--- src/rtl/instr_fetch.sv ---
// Fetch stage of the accumulator CPU: owns the PC, requests words from program
// memory, holds them in the IR and offers them to the decoder until accepted.
`ifndef INSTRUCTION_WIDTH
`define INSTRUCTION_WIDTH 8
`endif

module instr_fetch #(
    parameter int PC_WIDTH    = 8,
    parameter int INSTR_WIDTH = `INSTRUCTION_WIDTH,
    parameter int LAST_ADDR   = 2**PC_WIDTH-1
) (
    input  logic                   clk,
    input  logic                   rst,
    input  logic                   run,
    output logic                   imem_req,
    output logic [PC_WIDTH-1:0]    imem_addr,
    input  logic                   imem_ack,
    input  logic [INSTR_WIDTH-1:0] imem_data,
    output logic [INSTR_WIDTH-1:0] instr,
    output logic                   instr_valid,
    input  logic                   id_ready,
    output logic [PC_WIDTH-1:0]    pc,
    output logic                   done,
    output logic [1:0]             fsm_state
);

    // Handshakes: a memory read completes on a rising edge where imem_req and
    // imem_ack are both high; an instruction transfers to the decoder on a
    // rising edge where instr_valid and id_ready are both high. Neither
    // imem_req nor instr_valid ever depends combinationally on ack/ready.
    typedef enum logic [1:0] {
        IDLE  = 2'd0,
        FETCH = 2'd1,
        HOLD  = 2'd2,
        DONE  = 2'd3
    } state_t;

    localparam logic [PC_WIDTH-1:0] LAST_PC = PC_WIDTH'(LAST_ADDR);

    state_t                 state_q;
    state_t                 state_d;
    logic [PC_WIDTH-1:0]    pc_q;
    logic [INSTR_WIDTH-1:0] ir_q;
    logic                   last_q;
    logic                   capture;

    assign capture = (state_q == FETCH) && imem_ack;

    always_comb begin
        state_d = state_q;
        case (state_q)
            IDLE: begin
                if (run) state_d = FETCH;
            end
            FETCH: begin
                if (imem_ack) state_d = HOLD;
            end
            HOLD: begin
                // last_q, not the wrapped pc, decides end of program
                if (id_ready) begin
                    if (last_q)   state_d = DONE;
                    else if (run) state_d = FETCH;
                    else          state_d = IDLE;
                end
            end
            DONE: begin
                state_d = DONE;
            end
            default: begin
                state_d = IDLE;
            end
        endcase
    end

    always_ff @(posedge clk or posedge rst) begin
        if (rst) begin
            state_q <= IDLE;
            pc_q    <= '0;
            ir_q    <= '0;
            last_q  <= 1'b0;
        end else begin
            state_q <= state_d;
            if (capture) begin
                ir_q   <= imem_data;
                pc_q   <= pc_q + PC_WIDTH'(1);
                last_q <= (pc_q == LAST_PC);
            end
        end
    end

    assign imem_req    = (state_q == FETCH);
    assign imem_addr   = pc_q;
    assign instr       = ir_q;
    assign instr_valid = (state_q == HOLD);
    assign pc          = pc_q;
    assign done        = (state_q == DONE);
    assign fsm_state   = state_q;

endmodule

--- config.mk ---
export PLATFORM = sky130hd
export DESIGN_NAME = instr_fetch
export DESIGN_NICKNAME = d
export VERILOG_FILES = /design/src/rtl/instr_fetch.sv
export SDC_FILE = /design/constraint.sdc
export NUM_CORES = 1
export LEC_CHECK = 0
export BUFFER_PORTS_ARGS = -buffer_cell sky130_fd_sc_hd__buf_2
export CORE_MARGIN = 2
export CORE_UTILIZATION = 35
export CTS_CLUSTER_SIZE = 24
export DETAILED_ROUTE_END_ITERATION = 8
export HOLD_SLACK_MARGIN = 0.12
export PLACE_DENSITY = 0.66
export SETUP_SLACK_MARGIN = 0.15
export SYNTH_ARGS = -nofsm -noshare
export SYNTH_HDL_FRONTEND = slang
export SYNTH_SLANG_ARGS = --single-unit
--- constraint.sdc ---
create_clock -name clk -period 1.1 [get_ports clk]
set_input_delay 0.275 -clock clk [delete_from_list [all_inputs] [get_ports clk]]
set_output_delay 0.275 -clock clk [all_outputs]
set_load 0.03 [all_outputs]
==> reports/results.txt, run 1 <==
global-route wire length before repair: 3530 um
Avg Vias per Cell: 4.63
post-route insts no fill: 178
Critical Path Start Type: flip-flop
Post-Syn Instances: 92
CTS tree: done
arrival time worst endpoint: 1.09 ns
PortBufs: 41
# rows: 18
# diodes: 0
top cells by area, synth: dfrtp_1, nand2_1, buf_4, xor2_1, xnor2_1
clk_lat worst skew: 0.30 ns
Mapped Nets: 106
number of synthesized flops with an enable pin: 0
Sw Share: 0.220
worst slew margin relative to its limit: 0.836
Leak: 0.776 nW
synthesized flop and latch total: 19
Flop pwr share: 0.632
Ports: 42
gr usage total: 0.167
failing checks: setup timing
Comb power frac: 0.046
Clock Sinks: 19
footprint of the multi-input gates: 374 um^2
Mapped Area: 867 um^2
per-cell routed wire length: 12.0 um
endpoint class of the critical path: output pin
most instantiated library cell after synthesis: nand2_1
CORE AREA: 2410 um^2
Req. time, crit path: 0.82 ns
Fin. Hold Viols: 0
fin nets: 163
antenna violations before repair: 0
Final Util: 0.623
antenna viol nets, final: 0
cell count after placement: 159
layout cells sized above 1: 0.588
sequential area share after synthesis: 0.548
Post-Route Setup TNS: -4.50 ns
H-tree depth: 1
Worst-Margin Slew: 0.247 ns
Overflow after GRT: 0
DR DRC count: 0
Crit Path Category: reg2out
P_int: 0.862 mW
Synth cell types: 18
Fillers: 197
RSZ-0062 raised after global routing: yes
Clk Tree Root Cell: clkbuf_4
Area after DPL: 1150 um^2
Clock Skew: 0.00550 ns
routability cong.: 0.764
FF+latch area: 488 um^2
Post-Route WL: 2140 um
synth warn: 0
top cells by instance count after synthesis: nand2_1, dfrtp_1, buf_4, nor2_1, xor2_1
power share of the clock group: 0.322
Inserted Clock Buffers: 3
Hold Crit Class: in2reg
final worst slack: -0.264 ns
pwr/cell area: 736 nW/um^2
minimum clock period after layout: 1.36 ns
Initial Util: 0.360
initial drt markers: 8
largest net degree at the start of global routing: 20
post-route cell area: 1500 um^2
Final Max Slew Viols: 0
highest clock rate: 0.733 GHz
status: finished with violations
Synth Flop Type: dfrtp_1
buffer depth of the longest clock path: 2
syn avg cell area: 9.42 um^2
width of the die: 53.8 um
maximum VDD drop: 0.000574 V
dominant cell type by area after synthesis: dfrtp_1
Via Count: 825
CP Max Fanout: 3
area share of the leading cell type in the synthesized netlist: 0.548
die height: 53.8 um
Total Die Area: 2890 um^2
Area growth, synth to finish: 73.2%
Max-Cap Viols: 0
Worst-path clk slew: 0.11 ns
DR pass1 iterations: 6
DP HPWL: 1390 um
NetSw: 0.243 mW
asr flop ratio synth: 1.00
fin crit share: 1.24
final-report setup violation count: 46
vias in the first global route: 829
[cells by family (layout without fill, tap and decap cells)]
kind of cell | after synthesis | count (layout) | share of synthesized area
compound gates | 5 | 5 | 0.0361
buf+inv | 13 | 69 | 0.0967
simple gates | 47 | 47 | 0.234
fa+ha+maj | 1 | 1 | 0.0144
flops | 19 | 19 | 0.548
xor+xnor | 7 | 7 | 0.0707
[through the flow]
step / setup WS [ns] / power [mW] / hold slack [ns]
2_1_floorplan: -0.0893 / 0.727 / 0.225
3_3_place_gp: 0.00209 / 0.755 / 0.304
3_5_place_dp: -0.0224 / 0.757 / 0.316
4_1_cts: -0.268 / 1.12 / 0.156
5_1_grt: -0.315 / 1.16 / 0.156
6_report: -0.264 / 1.10 / 0.156
[metal layers]
layer,track usage,up-vias,part of all wire
li1,-,402,-
met2,0.289,33,0.52
met5,0,-,0
met3,0.0389,2,0.054
met4,0.0598,0,0.0047
met1,0.202,388,0.43
[cell usage in the layout (no fill, tap or decap), types with 3 or more instances in the layout]
master    count
buf_2        13
nand2_1      30
dfrtp_2      10
clkbuf_4      3
nand4_1       3
dfrtp_1       9
xor2_1        4
buf_4        15
nor3_2        3
xnor2_1       3
nor2_4        3
buf_6        33
[worst max-delay path, stage by stage (launching register included)]
cell,delay (ns)
dfrtp_2,0.46
buf_6,0.13
nor2_4,0.07
buf_6,0.13
[state kept, by name, summed over array words and instances (netlist names)]
name,count
fsm_state,2
instr,8
last_q,1
imem_addr,8
[power groups by stage]
stage	combinational, mW	sequential [mW]	clock, mW
4_1_cts	0.0509	0.698	0.370
5_1_grt	0.0583	0.698	0.399
6_report	0.0508	0.698	0.356
3_5_place_dp	0.0458	0.711	0
2_1_floorplan	0.0156	0.711	0
3_3_place_gp	0.0438	0.711	0
[what timing repair did]
action,4_1_cts,5_1_grt
setup endpoints to repair,48,48
hold buffers,1,0
setup buffers,12,1
resized for setup,65,8
endpoints found under the hold margin,19,0
pin swaps,3,2
gates cloned,0,1
[worst paths after layout]
path / cells past startpoint / start / slack [ns] / to
hold reg to reg: 2 / instr[3] / 0.50 / instr[3]
setup reg to reg: 4 / fsm_state[1] / -0.17 / imem_addr[4]
min in group asynchronous: 4 / rst / 0.53 / instr[0]
hold / removal: 2 / id_ready / 0.16 / fsm_state[1]
setup / recovery: 3 / fsm_state[1] / -0.26 / imem_req
max in group asynchronous: 4 / rst / 0.34 / imem_addr[0]
[area by class of cell]
class | instances | area share
Tap cell | 30 | 0.0250
Multi-Input combinational cell | 60 | 0.249
Sequential cell | 19 | 0.325
Inverter | 3 | 0.0108
Clock buffer | 4 | 0.0175
Timing Repair Buffer | 62 | 0.372
Power figures use the tool's default switching activity.
==> run 2: changes to the inputs <==
PLACE_DENSITY = 0.63   (was 0.66)
clock period = 1.4 ns   (was 1.1 ns; I/O delays follow)
==> reports/results.txt, run 2 (synthesis results as in run 1) <==
status: finished with violations
failing checks: setup timing
H-tree depth: 1 (unchanged)
buffer depth of the longest clock path: 2 (unchanged)
cell count after placement: 156 (-1.9%)
Post-Route WL: 2120 um (-0.98%)
WL met1: 832 um (-8.8%)
DR pass1 iterations: 4 (-2)
Total Die Area: 2890 um^2 (unchanged)
minimum clock period after layout: 1.45 ns
Max-Cap Viols: 0 (unchanged)
vias in the first global route: 761 (-8.2%)
most frequent cells in the layout: buf_6, nand2_1, buf_4
Overflow after GRT: 0 (unchanged)
clk_lat worst skew: 0.30 ns (about the same)
worst slew margin relative to its limit: 0.837 (+0.00153)
fin crit share: 1.04
power share of the clock group: 0.327 (+0.005)
P_int: 0.675 mW (-22%)
gr usage total: 0.152 (-0.0153)
CP Max Fanout: 3 (unchanged)
initial drt markers: 9 (+1)
final worst slack: -0.0508 ns (+0.214 ns)
Req. time, crit path: 1.05 ns (+0.23 ns)
Final Max Slew Viols: 0 (unchanged)
Critical Path Start Type: flip-flop
Initial Util: 0.360 (unchanged)
Clk Tree Root Cell: clkbuf_4
Area after DPL: 1090 um^2 (-5.2%)
crit path cell chain: buf_12 > nor2_4 > buf_6
antenna violations before repair: 0 (unchanged)
post-route cell area: 1490 um^2 (-0.75%)
DR top layer: met4
Sw Share: 0.227 (+0.00706)
Worst-Margin Slew: 0.244 ns (-0.00229 ns)
DR DRC count: 0 (unchanged)
fin nets: 159 (-2.5%)
Clock Skew: 0.00498 ns (-0.000514 ns)
global-route wire length before repair: 3140 um (-11%)
Fin. Hold Viols: 0 (unchanged)
width of the die: 53.8 um (unchanged)
crit path max-delay cell type: dfrtp_2
NetSw: 0.198 mW (-18%)
die height: 53.8 um (unchanged)
CORE AREA: 2410 um^2 (unchanged)
Worst Path Buf+Inv: 2 (unchanged)
largest net degree at the start of global routing: 20 (unchanged)
met2 wire length: 1120 um (+1.4%)
Design Power: 0.873 mW (-21%)
Clock Sinks: 19 (unchanged)
commonest non-fill, non-tap cell in the layout: buf_6
RSZ-0062 raised after global routing: yes
Hold Crit Class: in2reg
met3 WL: 154 um (+33%)
endpoint class of the critical path: output pin
Comb power frac: 0.045 (about the same)
layout cells sized above 1: 0.618 (+0.0302)
Post-Route Setup TNS: -0.118 ns (+4.38 ns)
final-report setup violation count: 5 (-89%)
Worst-path clk slew: 0.11 ns (about the same)
antenna viol nets, final: 0 (unchanged)
highest clock rate: 0.689 GHz
# rows: 18 (unchanged)
PortBufs: 41 (unchanged)
CP peak stage delay: 0.46 ns (about the same)
CTS tree: done
Crit Path Category: reg2out
Area growth, synth to finish: 71.9%
Inserted Clock Buffers: 3 (unchanged)
per-cell routed wire length: 12.2 um (+1.3%)
post-route insts no fill: 174 (-2.2%)
Via Count: 821 (-0.48%)
pwr/cell area: 586 nW/um^2 (-20%)
Avg Vias per Cell: 4.72 (+1.8%)
Flop pwr share: 0.628 (-0.004)
routability cong.: 0.730 (-4.4%)
DP HPWL: 1380 um (-0.63%)
CP top delay family: flip-flops
arrival time worst endpoint: 1.10 ns (about the same)
Leak: 0.779 nW (+0.51%)
# diodes: 0 (unchanged)
maximum VDD drop: 0.000538 V (-6.3%)
Ports: 42 (unchanged)
==> run 2: cell count changes in the layout (fill, tap and decap cells not counted), moves of 4 or more <==
cell / change
buf_6: -4
dfrtp_1: +4
dfrtp_2: -4
nand2_1: -9
nand2_2: +9
==> run 2: repair_timing <==
item	4_1_cts	5_1_grt
setup buffers	12	1
resized for setup	40	51
hold endpoints to repair	19	0
pin swaps	2	3
hold buffers	1	0
setup endpoints to repair	24	46
==> run 2: metrics by stage <==
stage / worst slack [ns] / utilization / hold slack (ns)
final: -0.0508 / 0.618 / 0.229
after global routing: -0.102 / 0.618 / 0.228
after CTS: -0.0555 / 0.558 / 0.212
after detailed placement: 0.171 / 0.451 / 0.385
after global placement: 0.210 / 0.451 / 0.378
after floorplan: 0.170 / - / 0.301
==> run 2: worst reg2reg max path: stages, from the launching register on <==
cell and delay [ns]:
dfrtp_2 0.46, buf_12 0.14, buf_4 0.14, nand3b_1 0.13, buf_6 0.20, nand2_1 0.08
o21ai_0 0.07
==> run 2: worst paths after layout <==
check	startpoint	cells after the start	to	slack (ns)
hold reg to reg	instr[7]	2	instr[7]	0.52
setup / recovery	fsm_state[0]	3	instr_valid	-0.05
max in group asynchronous	rst	4	imem_addr[3]	0.58
setup reg to reg	fsm_state[0]	6	last_q	0.10
min in group asynchronous	rst	4	fsm_state[0]	0.59
hold / removal	imem_data[7]	3	instr[7]	0.23
==> run 2: final cells by class <==
cell class	count	area, um^2
multi-input combinational	60	399
timing repair buffer	58	527
fill	207	920
clock inverter	1	7.51
tap	30	37.5
sequential	19	483
inverter	3	13.8
clock buffer	3	22.5
==> run 2: metal layers <==
layer  vias up  GRT usage
li1        394          -
met1       389      0.171
met2        36      0.262
met3         2     0.0639
met4         0     0.0427
met5         -          0
==> run 2: power groups by stage <==
stage / clock network, mW / registers, mW / logic (mW)
after detailed placement: 0 / 0.559 / 0.0355
after global routing: 0.329 / 0.549 / 0.0445
after floorplan: 0 / 0.559 / 0.0117
after CTS: 0.305 / 0.549 / 0.0384
final: 0.285 / 0.548 / 0.0397
after global placement: 0 / 0.559 / 0.0343
